$ cat config.mk
export PLATFORM = sky130hd
export DESIGN_NAME = cordic_shift_pipe
export DESIGN_NICKNAME = d
export VERILOG_FILES = /design/src/rtl/cordic_pkg.sv /design/src/rtl/cordic_shift_stage.sv /design/src/rtl/cordic_shift_pipe.sv
export SDC_FILE = /design/constraint.sdc
export NUM_CORES = 1
export LEC_CHECK = 0
export CORE_MARGIN = 5
export CORE_UTILIZATION = 58
export CTS_CLUSTER_DIAMETER = 200
export DETAILED_ROUTE_END_ITERATION = 8
export DONT_BUFFER_PORTS = 1
export GPL_ROUTABILITY_DRIVEN = 0
export PLACE_DENSITY_LB_ADDON = 0.08
export SLEW_MARGIN = 0
export SYNTH_ARGS = -nofsm -noshare
export SYNTH_HDL_FRONTEND = slang
export SYNTH_SLANG_ARGS = --single-unit
$ cat constraint.sdc
create_clock -name clk -period 1.56 [get_ports clk]
set_clock_uncertainty 0.1 [all_clocks]
set_input_delay 0.078 -clock clk [delete_from_list [all_inputs] [get_ports clk]]
set_output_delay 0.078 -clock clk [all_outputs]
set_load 0.02 [all_outputs]
$ cat src/rtl/cordic_pkg.sv
// Shared definitions for the CORDIC shift pipeline: mode encodings and the
// per-stage payload layout (shown at the default 32-bit datapath width).
package cordic_pkg;

    localparam logic [1:0] MODE_LSR = 2'b00;
    localparam logic [1:0] MODE_ASR = 2'b01;
    localparam logic [1:0] MODE_LSL = 2'b10;
    localparam logic [1:0] MODE_ROR = 2'b11;

    localparam int CORDIC_N  = 32;
    localparam int CORDIC_AW = $clog2(CORDIC_N);

    typedef struct packed {
        logic [CORDIC_N-1:0]  data;
        logic [CORDIC_AW-1:0] amt;
        logic [1:0]           mode;
        logic                 rbit;
        logic                 valid;
    } shift_stage_t;

endpackage

$ cat src/rtl/cordic_shift_stage.sv
// One barrel-shifter stage: conditionally shifts by 2^K and registers the
// payload, holding it while the downstream stage cannot take it.
module cordic_shift_stage
    import cordic_pkg::*;
#(
    parameter int N  = 32,
    parameter int K  = 0,
    parameter int AW = $clog2(N)
) (
    input  logic          clk,
    input  logic          rst,
    input  logic          in_valid,
    output logic          in_ready,
    input  logic [N-1:0]  in_data,
    input  logic [AW-1:0] in_amt,
    input  logic [1:0]    in_mode,
    input  logic          in_rbit,
    output logic          out_valid,
    input  logic          out_ready,
    output logic [N-1:0]  out_data,
    output logic [AW-1:0] out_amt,
    output logic [1:0]    out_mode,
    output logic          out_rbit
);

    localparam int S = 1 << K;

    logic [N-1:0] shifted;
    logic         rbit_next;
    logic         load;

    // The round bit tracks the last bit pushed out of the bottom of the word.
    always_comb begin
        shifted   = in_data;
        rbit_next = in_rbit;
        if (in_amt[K]) begin
            rbit_next = in_data[S-1];
            case (in_mode)
                MODE_LSR: shifted = {{S{1'b0}}, in_data[N-1:S]};
                MODE_ASR: shifted = {{S{in_data[N-1]}}, in_data[N-1:S]};
                MODE_LSL: shifted = {in_data[N-1-S:0], {S{1'b0}}};
                default:  shifted = {in_data[S-1:0], in_data[N-1:S]};
            endcase
        end
    end

    assign load     = !out_valid || out_ready;
    assign in_ready = load;

    always_ff @(posedge clk) begin
        if (rst) begin
            out_valid <= 1'b0;
            out_data  <= '0;
            out_amt   <= '0;
            out_mode  <= '0;
            out_rbit  <= 1'b0;
        end else if (load) begin
            out_valid <= in_valid;
            if (in_valid) begin
                out_data <= shifted;
                out_amt  <= in_amt;
                out_mode <= in_mode;
                out_rbit <= rbit_next;
            end
        end
    end

endmodule

$ cat src/rtl/cordic_shift_pipe.sv
// Pipelined log2(N)-stage barrel shifter (LSR/ASR/LSL/ROR) with valid/ready.
// Define CORDIC_SHIFT_ROUND_EN for round-half-up right shifts (one extra cycle).
module cordic_shift_pipe
    import cordic_pkg::*;
#(
    parameter int N  = 32,
    parameter int AW = $clog2(N)
) (
    input  logic          clk,
    input  logic          rst,
    input  logic          in_valid,
    output logic          in_ready,
    input  logic [N-1:0]  in_data,
    input  logic [AW-1:0] in_amt,
    input  logic [1:0]    in_mode,
    output logic          out_valid,
    input  logic          out_ready,
    output logic [N-1:0]  out_data
);

    logic          valid_c      [0:AW];
    logic [N-1:0]  data_c       [0:AW];
    logic [AW-1:0] amt_c        [0:AW];
    logic [1:0]    mode_c       [0:AW];
    logic          rbit_c       [0:AW];
    logic          up_ready_c   [0:AW-1];
    logic          down_ready_c [0:AW-1];
    logic          tail_ready;

    assign valid_c[0] = in_valid;
    assign data_c[0]  = in_data;
    assign amt_c[0]   = in_amt;
    assign mode_c[0]  = in_mode;
    assign rbit_c[0]  = 1'b0;
    assign in_ready   = up_ready_c[0];

    // A stage may advance when any register further down is empty or the tail
    // drains; computed from valid bits so the ready path never feeds itself.
    always_comb begin
        for (int k = 0; k < AW; k++) begin
            down_ready_c[k] = tail_ready;
            for (int j = k + 2; j <= AW; j++) begin
                if (!valid_c[j]) begin
                    down_ready_c[k] = 1'b1;
                end
            end
        end
    end

    for (genvar k = 0; k < AW; k++) begin : g_stage
        cordic_shift_stage #(
            .N  (N),
            .K  (k),
            .AW (AW)
        ) u_stage (
            .clk       (clk),
            .rst       (rst),
            .in_valid  (valid_c[k]),
            .in_ready  (up_ready_c[k]),
            .in_data   (data_c[k]),
            .in_amt    (amt_c[k]),
            .in_mode   (mode_c[k]),
            .in_rbit   (rbit_c[k]),
            .out_valid (valid_c[k+1]),
            .out_ready (down_ready_c[k]),
            .out_data  (data_c[k+1]),
            .out_amt   (amt_c[k+1]),
            .out_mode  (mode_c[k+1]),
            .out_rbit  (rbit_c[k+1])
        );
    end

`ifdef CORDIC_SHIFT_ROUND_EN
    logic         round_valid;
    logic [N-1:0] round_data;
    logic         round_inc;

    // amt = 0 never shifts, so its round bit stays 0 and it passes unrounded.
    assign round_inc  = rbit_c[AW] && (mode_c[AW] == MODE_LSR || mode_c[AW] == MODE_ASR);
    assign tail_ready = !round_valid || out_ready;

    always_ff @(posedge clk) begin
        if (rst) begin
            round_valid <= 1'b0;
            round_data  <= '0;
        end else if (tail_ready) begin
            round_valid <= valid_c[AW];
            if (valid_c[AW]) begin
                round_data <= data_c[AW] + {{(N-1){1'b0}}, round_inc};
            end
        end
    end

    assign out_valid = round_valid;
    assign out_data  = round_data;
`else
    assign tail_ready = out_ready;
    assign out_valid  = valid_c[AW];
    assign out_data   = data_c[AW];
`endif

endmodule

Yosys cells after proc, flatten, opt, wreduce, memory -nomap -nowiden --
Cells that the tools add are included.
Operators by class: eq/ne operators 10, multiplexer cells 20, reduce and logical (&&, ||, !) cells 20
Operators with widths (number):
- one-hot mux 32 bit (3 select lines) | 5
- 2-to-1 mux 32 bit | 5
- == test 2 x 1 -> 1 bit, second input constant | 5
- == test 2 bit, second input constant | 5
- logical NOT 2 bit | 5
- 2-to-1 mux 1 bit | 10
- AND reduction 2 bit | 5
- logical NOT 1 bit | 5
- logical OR 1 bit | 5
Storage, ports and cells: bits in registers 193, input bits 43, output and inout bits 34, logic and storage cells 68

Longest topological paths before layout --
Gate-level depths: netlist (run 1).
word-level depth 6, gate-level depth with buffers 7, mapped depth without buffers 4

Cells and area by module --
A second synthesis (run 1) with hierarchy kept.
Unflattened totals: cell total of the unflattened synthesis 1324, area total of the unflattened synthesis 11159.5 µm²
Modules (own cells, without submodules):
- cordic_shift_stage at g_stage[3].u_stage | instances 1, cells each 264, area each 2399.8 µm², seq. area each 820.8 µm²
- cordic_shift_stage at g_stage[4].u_stage | instances 1, cells each 249, area each 2352.3 µm², seq. area each 820.8 µm²
- cordic_shift_stage at g_stage[1].u_stage | instances 1, cells each 269, area each 2342.2 µm², seq. area each 820.8 µm²
- cordic_shift_stage at g_stage[2].u_stage | instances 1, cells each 282, area each 2090.8 µm², seq. area each 820.8 µm²
- cordic_shift_stage at g_stage[0].u_stage | instances 1, cells each 254, area each 1938.1 µm², seq. area each 820.8 µm²
- cordic_shift_pipe | instances 1, cells each 6, area each 36.3 µm², seq. area each 0.0 µm²

Worst setup path after synthesis (run 1) --
No wires, ideal clock.
path type reg2reg, from reg g_stage[4].u_stage.out_valid, to reg g_stage[1].u_stage.out_data[20], library setup time 143 ps, arrival time 1336 ps, required time 1317 ps, setup slack -20 ps, cell stages (with the launch flop) 7, path buffers 2, clock period less this slack 1580 ps, cell sequence dfxtp_1 nand4b_2 o21ai_1 buf_4 buf_2 a211o_1 a21oi_2
Between the ends: longest elaborated chain between the ends 3
Ends and longest elaborated chain:
- from (decl) | line cordic_shift_stage.sv:18 | output logic out_valid,
- from (signal assigned) | line cordic_shift_stage.sv:58 | out_valid <= in_valid;
- 2-to-1 mux 1 bit | line cordic_shift_pipe.sv:43 | if (!valid_c[j]) begin
- logical OR 1 bit | line cordic_shift_stage.sv:47 | assign load = !out_valid || out_ready;
- AND reduction 2 bit (no line)
- to (signal assigned) | line cordic_shift_stage.sv:60 | out_data <= shifted;
- to (decl) | line cordic_shift_stage.sv:20 | output logic [N-1:0] out_data,
No other way between the ends. A chain may end at the register's enable or synchronous reset.

Worst setup path after layout (run 1) --
from reg g_stage[3].u_stage.out_valid, to reg g_stage[3].u_stage.out_data[14]
Between the ends: longest elaborated chain between the ends 3
Ends and longest elaborated chain (line):
- from (decl) | cordic_shift_stage.sv:18
- from (signal assigned) | cordic_shift_stage.sv:58
- logical NOT 1 bit | cordic_shift_stage.sv:47
- logical OR 1 bit | cordic_shift_stage.sv:47
- AND reduction 2 bit (no line)
- to (signal assigned) | cordic_shift_stage.sv:60
- to (decl) | cordic_shift_stage.sv:20
No other way between the ends.

==> results of run 1 <==
## flip-flops by register name (all words and copies together) (netlist names)
name	flops
g_stage.u_stage.out_mode	8
g_stage.u_stage.out_data	160
g_stage.u_stage.out_valid	5
g_stage.u_stage.out_amt	10
## synth_stat cells (2+ instances only)
| library cell | n |
|---|---|
| a211o_1 | 59 |
| a211oi_1 | 5 |
| a21oi_1 | 129 |
| a21oi_2 | 19 |
| a221oi_1 | 16 |
| a22o_1 | 24 |
| a311o_1 | 16 |
| a311oi_1 | 15 |
| a32oi_1 | 4 |
| buf_1 | 9 |
| buf_12 | 2 |
| buf_2 | 26 |
| buf_4 | 48 |
| buf_6 | 5 |
| clkbuf_1 | 51 |
| dfxtp_1 | 183 |
| inv_1 | 7 |
| mux2_2 | 4 |
| mux2i_1 | 92 |
| nand2_1 | 189 |
| nand2b_1 | 5 |
| nand3_1 | 17 |
| nand3b_1 | 4 |
| nor2_1 | 139 |
| nor2_4 | 2 |
| nor2b_1 | 28 |
| nor3_1 | 32 |
| o211ai_1 | 15 |
| o21ai_0 | 5 |
| o221ai_1 | 10 |
## timing repair
action	CTS	global route
pin swaps	2	9
resized for setup	5	26
setup buffers	1	3
endpoints found under the setup margin	21	105
endpoints found under the hold margin	160	157
cloned	0	4
## final cells by class
cell class / count / area, µm²
clock inverter: 14 / 165
timing repair buffer: 66 / 797
multi-input combinational: 838 / 5160
clock buffer: 18 / 439
sequential: 183 / 3680
inverter: 9 / 33.8
tap: 220 / 275
fill: 1439 / 5860
## cell families (layout without fill, tap and decap cells)
logic type      count (synthesis)  count (layout)
mux                            96              96
compound gates                323             323
buf+inv                       151             107
simple gates                  419             419
flops                         183             183
## through the flow
step / cells / total power [W] / worst slack (ns) / hold slack [ns]
2_1_floorplan: 1172 / 0.00578 / 0.0244 / 0.114
3_3_place_gp: 1305 / 0.00590 / 0.0234 / 0.0625
3_5_place_dp: 1305 / 0.00592 / -0.0310 / 0.0610
4_1_cts: 1341 / 0.0103 / -0.0255 / -0.392
5_1_grt: 1348 / 0.0106 / -0.0826 / -0.400
6_report: 1348 / 0.0103 / -0.0441 / -0.390
## routing by layer
| metal | wire (µm) | track usage, % | vias up |
|---|---|---|---|
| met1 | 10500 | 31.1 | 3753 |
| met2 | 12300 | 42.3 | 166 |
| met3 | 894 | 3.56 | 52 |
| li1 | - | - | 4015 |
| met5 | 0 | 0 | - |
| met4 | 928 | 10.1 | 0 |
## layout by cell type (no fill, tap or decap), types with 5 or more instances in the layout
master,Yosys,layout
nor3_1,32,31
a211oi_1,5,5
a21oi_2,19,22
o221ai_1,10,9
dfxtp_2,0,6
a221oi_1,16,16
a211o_1,59,59
inv_1,7,7
clkbuf_16,0,20
a311oi_1,15,15
mux2i_1,92,92
nand2_1,189,188
dfxtp_1,183,174
o211ai_1,15,15
a311o_1,16,16
o21ai_0,5,5
buf_6,5,5
buf_4,48,36
a21oi_1,129,125
a22o_1,24,24
nand3_1,17,16
nor2b_1,28,25
nor2_1,139,139
buf_12,2,18
## final timing paths
kind	start	end
setup / recovery	g_stage[3].u_stage.out_valid$_SDFFE_PP0P_	g_stage[3].u_stage.out_data[14]$_SDFFE_PP0P_
hold / removal	rst	g_stage[0].u_stage.out_valid$_SDFFE_PP0P_
setup reg to reg	g_stage[3].u_stage.out_valid$_SDFFE_PP0P_	g_stage[3].u_stage.out_data[14]$_SDFFE_PP0P_
hold reg to reg	g_stage[0].u_stage.out_amt[2]$_SDFFE_PP0P_	g_stage[1].u_stage.out_amt[2]$_SDFFE_PP0P_
## power groups by stage
stage / Combinational [W] / Sequential (W) / Clock [W]
after floorplan: 0.000767 / 0.00501 / 0
after global placement: 0.000798 / 0.00510 / 0
after detailed placement: 0.000814 / 0.00510 / 0
after CTS: 0.000820 / 0.00500 / 0.00445
after global routing: 0.000943 / 0.00501 / 0.00467
final: 0.000848 / 0.00500 / 0.00441
==> metrics.md, run 1 <==
| Metric | Value |
|---|---|
| Run status | `complete, but fails checks` |
| Failing checks | `hold timing, setup timing` |
| Number of synthesized flops with an enable pin | `0` |
| Critical path, cell by cell | `buf_4 -> nand3b_1 -> nand2_4 -> buf_12 -> a311o_1 -> a21oi_2` |
| Crit start category | `flip-flop` |
| Core Area | `between 15,000 and 20,000 µm²` |
| CP Data Arrival Time | `1.87 ns` |
| DR vias/cell | `~5.9` |
| TritonCTS Buffers | `17` |
| Final wirelength | `around 25,000 µm` |
| Router iterations before antenna repair | `8` |
| Synth area leader | `dfxtp_1` |
| Wire per inst | `18.3 µm` |
| Stages on worst setup path | `6` |
| Seq/Total Area, Yosys | `between 30% and 40%` |
| Area post-placement | `9680 µm²` |
| Final min period | `roughly 1.6 ns` |
| Proportion of layout cells with a drive suffix above 1 | `13.2%` |
| Switching Share | `between 20% and 30%` |
| Clk pwr share | `43.0%` |
| Hold Violations, Final | `~160` |
| RSZ-0062 raised after global routing | `yes` |
| Clk Latency, worst-skew pair | `roughly 0.43 ns` |
| Post-synthesis mux area share | `between 10% and 20%` |
| Die span in x | `between 100 and 150 µm` |
| # Max-Cap Violations | `0` |
| Synthesized instance count | `approximately 1,200` |
| CTS tree | `done` |
| Setup TNS | `-0.0547 ns` |
| Pint | `0.00769 W` |
| Setup slack after layout | `-0.0441 ns` |
| Final period util | `103%` |
| Post-Synth Adder-Cell Area | `0%` |
| Prevailing post-synth register cell | `dfxtp_1` |
| Starting density of the core | `around three fifths` |
| Synth top area share | `38.3%` |
| Clk slew on worst S/H paths | `roughly 0.07 ns` |
| Top Ports | `between 70 and 80` |
| N_diodes | `0` |
| Crit Path Max Fanout | `25` |
| CP endpoint kind | `flip-flop` |
| Post-Syn Nets | `about 1,200` |
| CTS sink cnt | `around 180` |
| FMAX | `0.623 GHz` |
| Area delta synth->final | `10.3%` |
| Worst path slowest cell | `a311o_1` |
| Crit path largest cell delay | `between 0.3 and 0.4 ns` |
| Largest family of logic cells by synthesized area | `compound AO/OA/AOI/OAI gates` |
| 1st-iter DRT viols | `approximately 690` |
| Mapped Area | `approximately 9600 µm²` |
| Hold Crit Depth | `1` |
| Design area | `approximately 11,000 µm²` |
| Hold Crit Class | `input port to flip-flop` |
| NetSw | `roughly 0.0026 W` |
| Comb pwr share | `under 10%` |
| DRT antenna net count | `0` |
| Leading post-synthesis cells by cell area | `dfxtp_1, mux2i_1, nand2_1` |
| Xor and xnor fraction of the mapped netlist area | `0%` |
| Chip height | `138 µm` |
| Gr usage total | `between 20% and 30%` |
| Die area | `between 15,000 and 20,000 µm²` |
| Async S/R FF share, synth | `0%` |
| # setup viols final | `2` |
| Total number of vias | `between 7,000 and 8,000` |
| Min Hold Slack | `-0.390 ns` |
| Detailed Place HPWL | `approximately 17,000 µm` |
| Root buf cell | `clkbuf_16` |
| CTS Hold Buffers Added | `3` |
| P per Cell Area | `972 nW/µm²` |
| IO buf count | `0` |
| Post-synth cell types | `42` |
| Antenna violations before repair | `0` |
| Worst Tran Pin Value | `0.467 ns` |
| Synth Area in Compound Gates | `between 20% and 30%` |
| Critical Path RT | `1.83 ns` |
| Simple-gate share of the synthesized area | `a little under a fifth` |
| Maximum VDD drop | `roughly 0.8 mV` |
| Largest delay contributor family on the critical path | `compound AO/OA/AOI/OAI gates` |
| First-pass GRT wire length | `about 39,000 µm` |
| GR Overflow Total | `0` |
| Clk buf depth | `2` |
| Reg2Reg Depth | `6` |
| DRC errors left | `0` |
| Largest net degree at the start of global routing | `about 160` |
| Avg Inst Size Synth | `about 8 µm²` |
| Vias in the first global route | `7,281` |
| Final Core Density | `between 60% and 70%` |
| Flop2flop setup slack | `-0.04 ns` |
| Critical path class | `flip-flop to flip-flop` |
| CP bufs+invs | `2` |
| Row cnt | `between 40 and 50` |
| Max Slew Vio Count | `0` |
| YS warnings | `0` |
| Synth Register Bits | `~180` |
| Seq pwr share | `slightly below 50%` |
| # nets final | `1,158` |
| Relative slew margins | `roughly 69%` |
| H-tree depth | `4` |
| P_leak | `between 4 and 5 nW` |
Power figures use the tool's default switching activity.
==> run 2, diff against run 1 <==
--- a/config.mk
+++ b/config.mk
@@ -5,8 +5,9 @@
 export SDC_FILE = /design/constraint.sdc
 export NUM_CORES = 1
 export LEC_CHECK = 0
+export CAP_MARGIN = 30
 export CORE_MARGIN = 5
-export CORE_UTILIZATION = 58
+export CORE_UTILIZATION = 69
 export CTS_CLUSTER_DIAMETER = 200
 export DETAILED_ROUTE_END_ITERATION = 8
 export DONT_BUFFER_PORTS = 1
==> constraint.sdc (replaced) <==
create_clock -name clk -period 2.03 [get_ports clk]
set_clock_uncertainty 0.1 [all_clocks]
set_input_delay 0.1015 -clock clk [delete_from_list [all_inputs] [get_ports clk]]
set_output_delay 0.1015 -clock clk [all_outputs]
set_load 0.02 [all_outputs]
==> run 2 against run 1 <==
The run ends with hold timing left. Sequential share of layout area increased by 0.38 points. Cell count decreased by 3.0%. Clock power decreased by 22%. Die area decreased by 15%. Count of clock-buffer cells in the layout increased by 1. Utilization increased by 12 points. Critical path depth decreased by 1. Largest cell class unchanged.
==> metrics.md, run 2 (synthesized netlist as in run 1, its figures left out) <==
| Metric | Value |
|---|---|
| Run status | `complete, but fails checks (unchanged)` |
| Failing checks | `hold timing (was hold timing, setup timing)` |
| Relative slew margins | `48.1% (was 68.8%)` |
| Most flop-heavy register | `g_stage.u_stage.out_data (unchanged)` |
| Final min period | `2.01 ns (was 1.60 ns)` |
| Final period util | `99.1% (was 103%)` |
| Vias in the first global route | `7,525 (was 7,281)` |
| Number of flip-flops in the largest register | `160 (unchanged)` |
| Core Area | `13,700 µm² (was 16,400 µm²)` |
| Commonest cells after routing, fill and taps aside | `nand2_1, dfxtp_1, nor2_1, a21oi_1, mux2i_1 (unchanged)` |
| Pwr Total | `0.00787 W (was 0.0103 W)` |
| Met3 wire length | `1230 µm (was 894 µm)` |
| Worst path slowest cell | `dlygate4sd3_1 (was a311o_1)` |
| Largest net degree at the start of global routing | `162 (unchanged)` |
| IO buf count | `0 (unchanged)` |
| CP endpoint kind | `flip-flop (unchanged)` |
| FMAX | `0.497 GHz (was 0.623 GHz)` |
| Critical path, cell by cell | `buf_4 -> o21ai_0 -> a32oi_1 -> a211oi_1 -> dlygate4sd3_1 (was buf_4 -> nand3b_1 -> nand2_4 -> buf_12 -> a311o_1 -> a21oi_2)` |
| Critical Path RT | `2.25 ns (was 1.83 ns)` |
| Final wirelength | `24,800 µm (was 24,600 µm)` |
| Clk slew on worst S/H paths | `0.07 ns (about the same)` |
| Max layer used | `met4 (unchanged)` |
| P per Cell Area | `756 nW/µm² (was 972 nW/µm²)` |
| Starting density of the core | `69.7% (was 58.3%)` |
| Clk Latency, worst-skew pair | `0.43 ns (about the same)` |
| Most common cell after layout, fill and taps aside | `nand2_1 (unchanged)` |
| TritonCTS Buffers | `17 (unchanged)` |
| Met2 WL | `12,500 µm (was 12,300 µm)` |
| # nets final | `1,158 (unchanged)` |
| Row cnt | `43 (was 47)` |
| Wire per inst | `18.9 µm (was 18.3 µm)` |
| # Max-Cap Violations | `0 (unchanged)` |
| Maximum VDD drop | `0.589 mV (was 0.778 mV)` |
| CP Data Arrival Time | `2.23 ns (was 1.87 ns)` |
| Top Ports | `77 (unchanged)` |
| Hold Crit Class | `input port to flip-flop (unchanged)` |
| Hold Violations, Final | `129 (was 156)` |
| N_diodes | `0 (unchanged)` |
| Max Slew Vio Count | `0 (unchanged)` |
| Non-filler cells, final | `1,308 (was 1,348)` |
| Crit start category | `flip-flop (unchanged)` |
| Min Hold Slack | `-0.358 ns (was -0.390 ns)` |
| CP bufs+invs | `2 (unchanged)` |
| Wl on met1 | `10,000 µm (was 10,500 µm)` |
| # setup viols final | `0 (was 2)` |
| Clk buf depth | `2 (unchanged)` |
| CTS tree | `done (unchanged)` |
| Antenna violations before repair | `0 (unchanged)` |
| Setup TNS | `0 ns (was -0.0547 ns)` |
| Crit Path Max Fanout | `33 (was 25)` |
| P_leak | `4.00 nW (was 4.01 nW)` |
| Largest registers | `g_stage.u_stage.out_data x160, g_stage.u_stage.out_amt x10, g_stage.u_stage.out_mode x8 (unchanged)` |
| 1st-iter DRT viols | `861 (was 692)` |
| Root buf cell | `clkbuf_16 (unchanged)` |
| DRC errors left | `0 (unchanged)` |
| GR Overflow Total | `0 (unchanged)` |
| H-tree depth | `4 (unchanged)` |
| DR vias/cell | `6.32 (was 5.92)` |
| Gr usage total | `29.5% (was 24.6%)` |
| First-pass GRT wire length | `39,100 µm (was 39,000 µm)` |
| Worst Tran Pin Value | `0.779 ns (was 0.467 ns)` |
| Detailed Place HPWL | `16,100 µm (was 17,000 µm)` |
| Total number of vias | `8,261 (was 7,986)` |
| Die span in x | `128 µm (was 138 µm)` |
| Die area | `16,300 µm² (was 19,200 µm²)` |
| Router iterations before antenna repair | `5 (was 8)` |
| CTS sink cnt | `183 (unchanged)` |
| Chip height | `128 µm (was 138 µm)` |
| Crit path largest cell delay | `0.57 ns (was 0.38 ns)` |
| Critical path class | `flip-flop to flip-flop (unchanged)` |
| Placed Cells | `1,241 (was 1,305)` |
| Area delta synth->final | `8.77% (was 10.3%)` |
| Largest delay contributor family on the critical path | `buffers and inverters (was compound AO/OA/AOI/OAI gates)` |
| DRT antenna net count | `0 (unchanged)` |
| Proportion of layout cells with a drive suffix above 1 | `9.93% (was 13.2%)` |
## run 2: changes by cell type in the layout (fill, tap and decap cells not counted), sizes merged
| cell | delta |
|---|---|
| buf | -27 |
| inv | -1 |
| dlymetal6s4s | +1 |
| clkinv | -3 |
| clkinvlp | +3 |
| dlygate4sd3 | +27 |
## run 2: metrics by stage
stage	util [%]	cell area [µm²]	setup slack, ns
final	75.9	10400	0.0181
after detailed placement	68.4	9380	0.221
after CTS	74.2	10200	0.0149
after global routing	75.9	10400	-0.0403
after global placement	68.2	9350	0.0939
after floorplan	-	9570	0.450
## run 2: worst register-to-register path, delay by kind of cell, from the launching register on
kind                   cells  cell delay [ns]
AOI/OAI and AO/OA          3             0.58
buffers and inverters      2             0.89
DFF                        1             0.34
## run 2: timing repair
item,4_1_cts,5_1_grt
setup endpoints to repair,0,14
setup buffers,0,1
endpoints found under the hold margin,159,141
hold buffers,19,12
gates resized for setup,0,16
## run 2: power by group
part | internal (W) | switching (W)
clock network | 0.00192 | 0.00150
registers | 0.00370 | 0.000146
logic | 0.000290 | 0.000321
## run 2: layout make-up
cell class / count / area [µm²]
clock inverter: 13 / 161
sequential: 183 / 3670
multi-input combinational: 838 / 5120
fill: 1076 / 3310
inverter: 9 / 33.8
clock buffer: 19 / 453
tap: 180 / 225
timing repair buffer: 66 / 739
## run 2: worst paths after layout
kind	start	end	slack [ns]	depth (start not counted)
worst max-delay path	g_stage[3].u_stage.out_amt[4]$_SDFFE_PP0P_	g_stage[4].u_stage.out_data[31]$_SDFFE_PP0P_	0.02	5
worst min-delay path	rst	g_stage[3].u_stage.out_data[28]$_SDFFE_PP0P_	-0.36	1
worst max register to register	g_stage[3].u_stage.out_amt[4]$_SDFFE_PP0P_	g_stage[4].u_stage.out_data[31]$_SDFFE_PP0P_	0.02	5
worst min register to register	g_stage[1].u_stage.out_amt[3]$_SDFFE_PP0P_	g_stage[2].u_stage.out_amt[3]$_SDFFE_PP0P_	0.35	2
## run 2: metal layers
| metal | up-vias | track usage [%] |
|---|---|---|
| li1 | 4001 | - |
| met1 | 3920 | 36.9 |
| met2 | 281 | 50.6 |
| met3 | 59 | 4.96 |
| met4 | 0 | 12.2 |
| met5 | - | 0 |
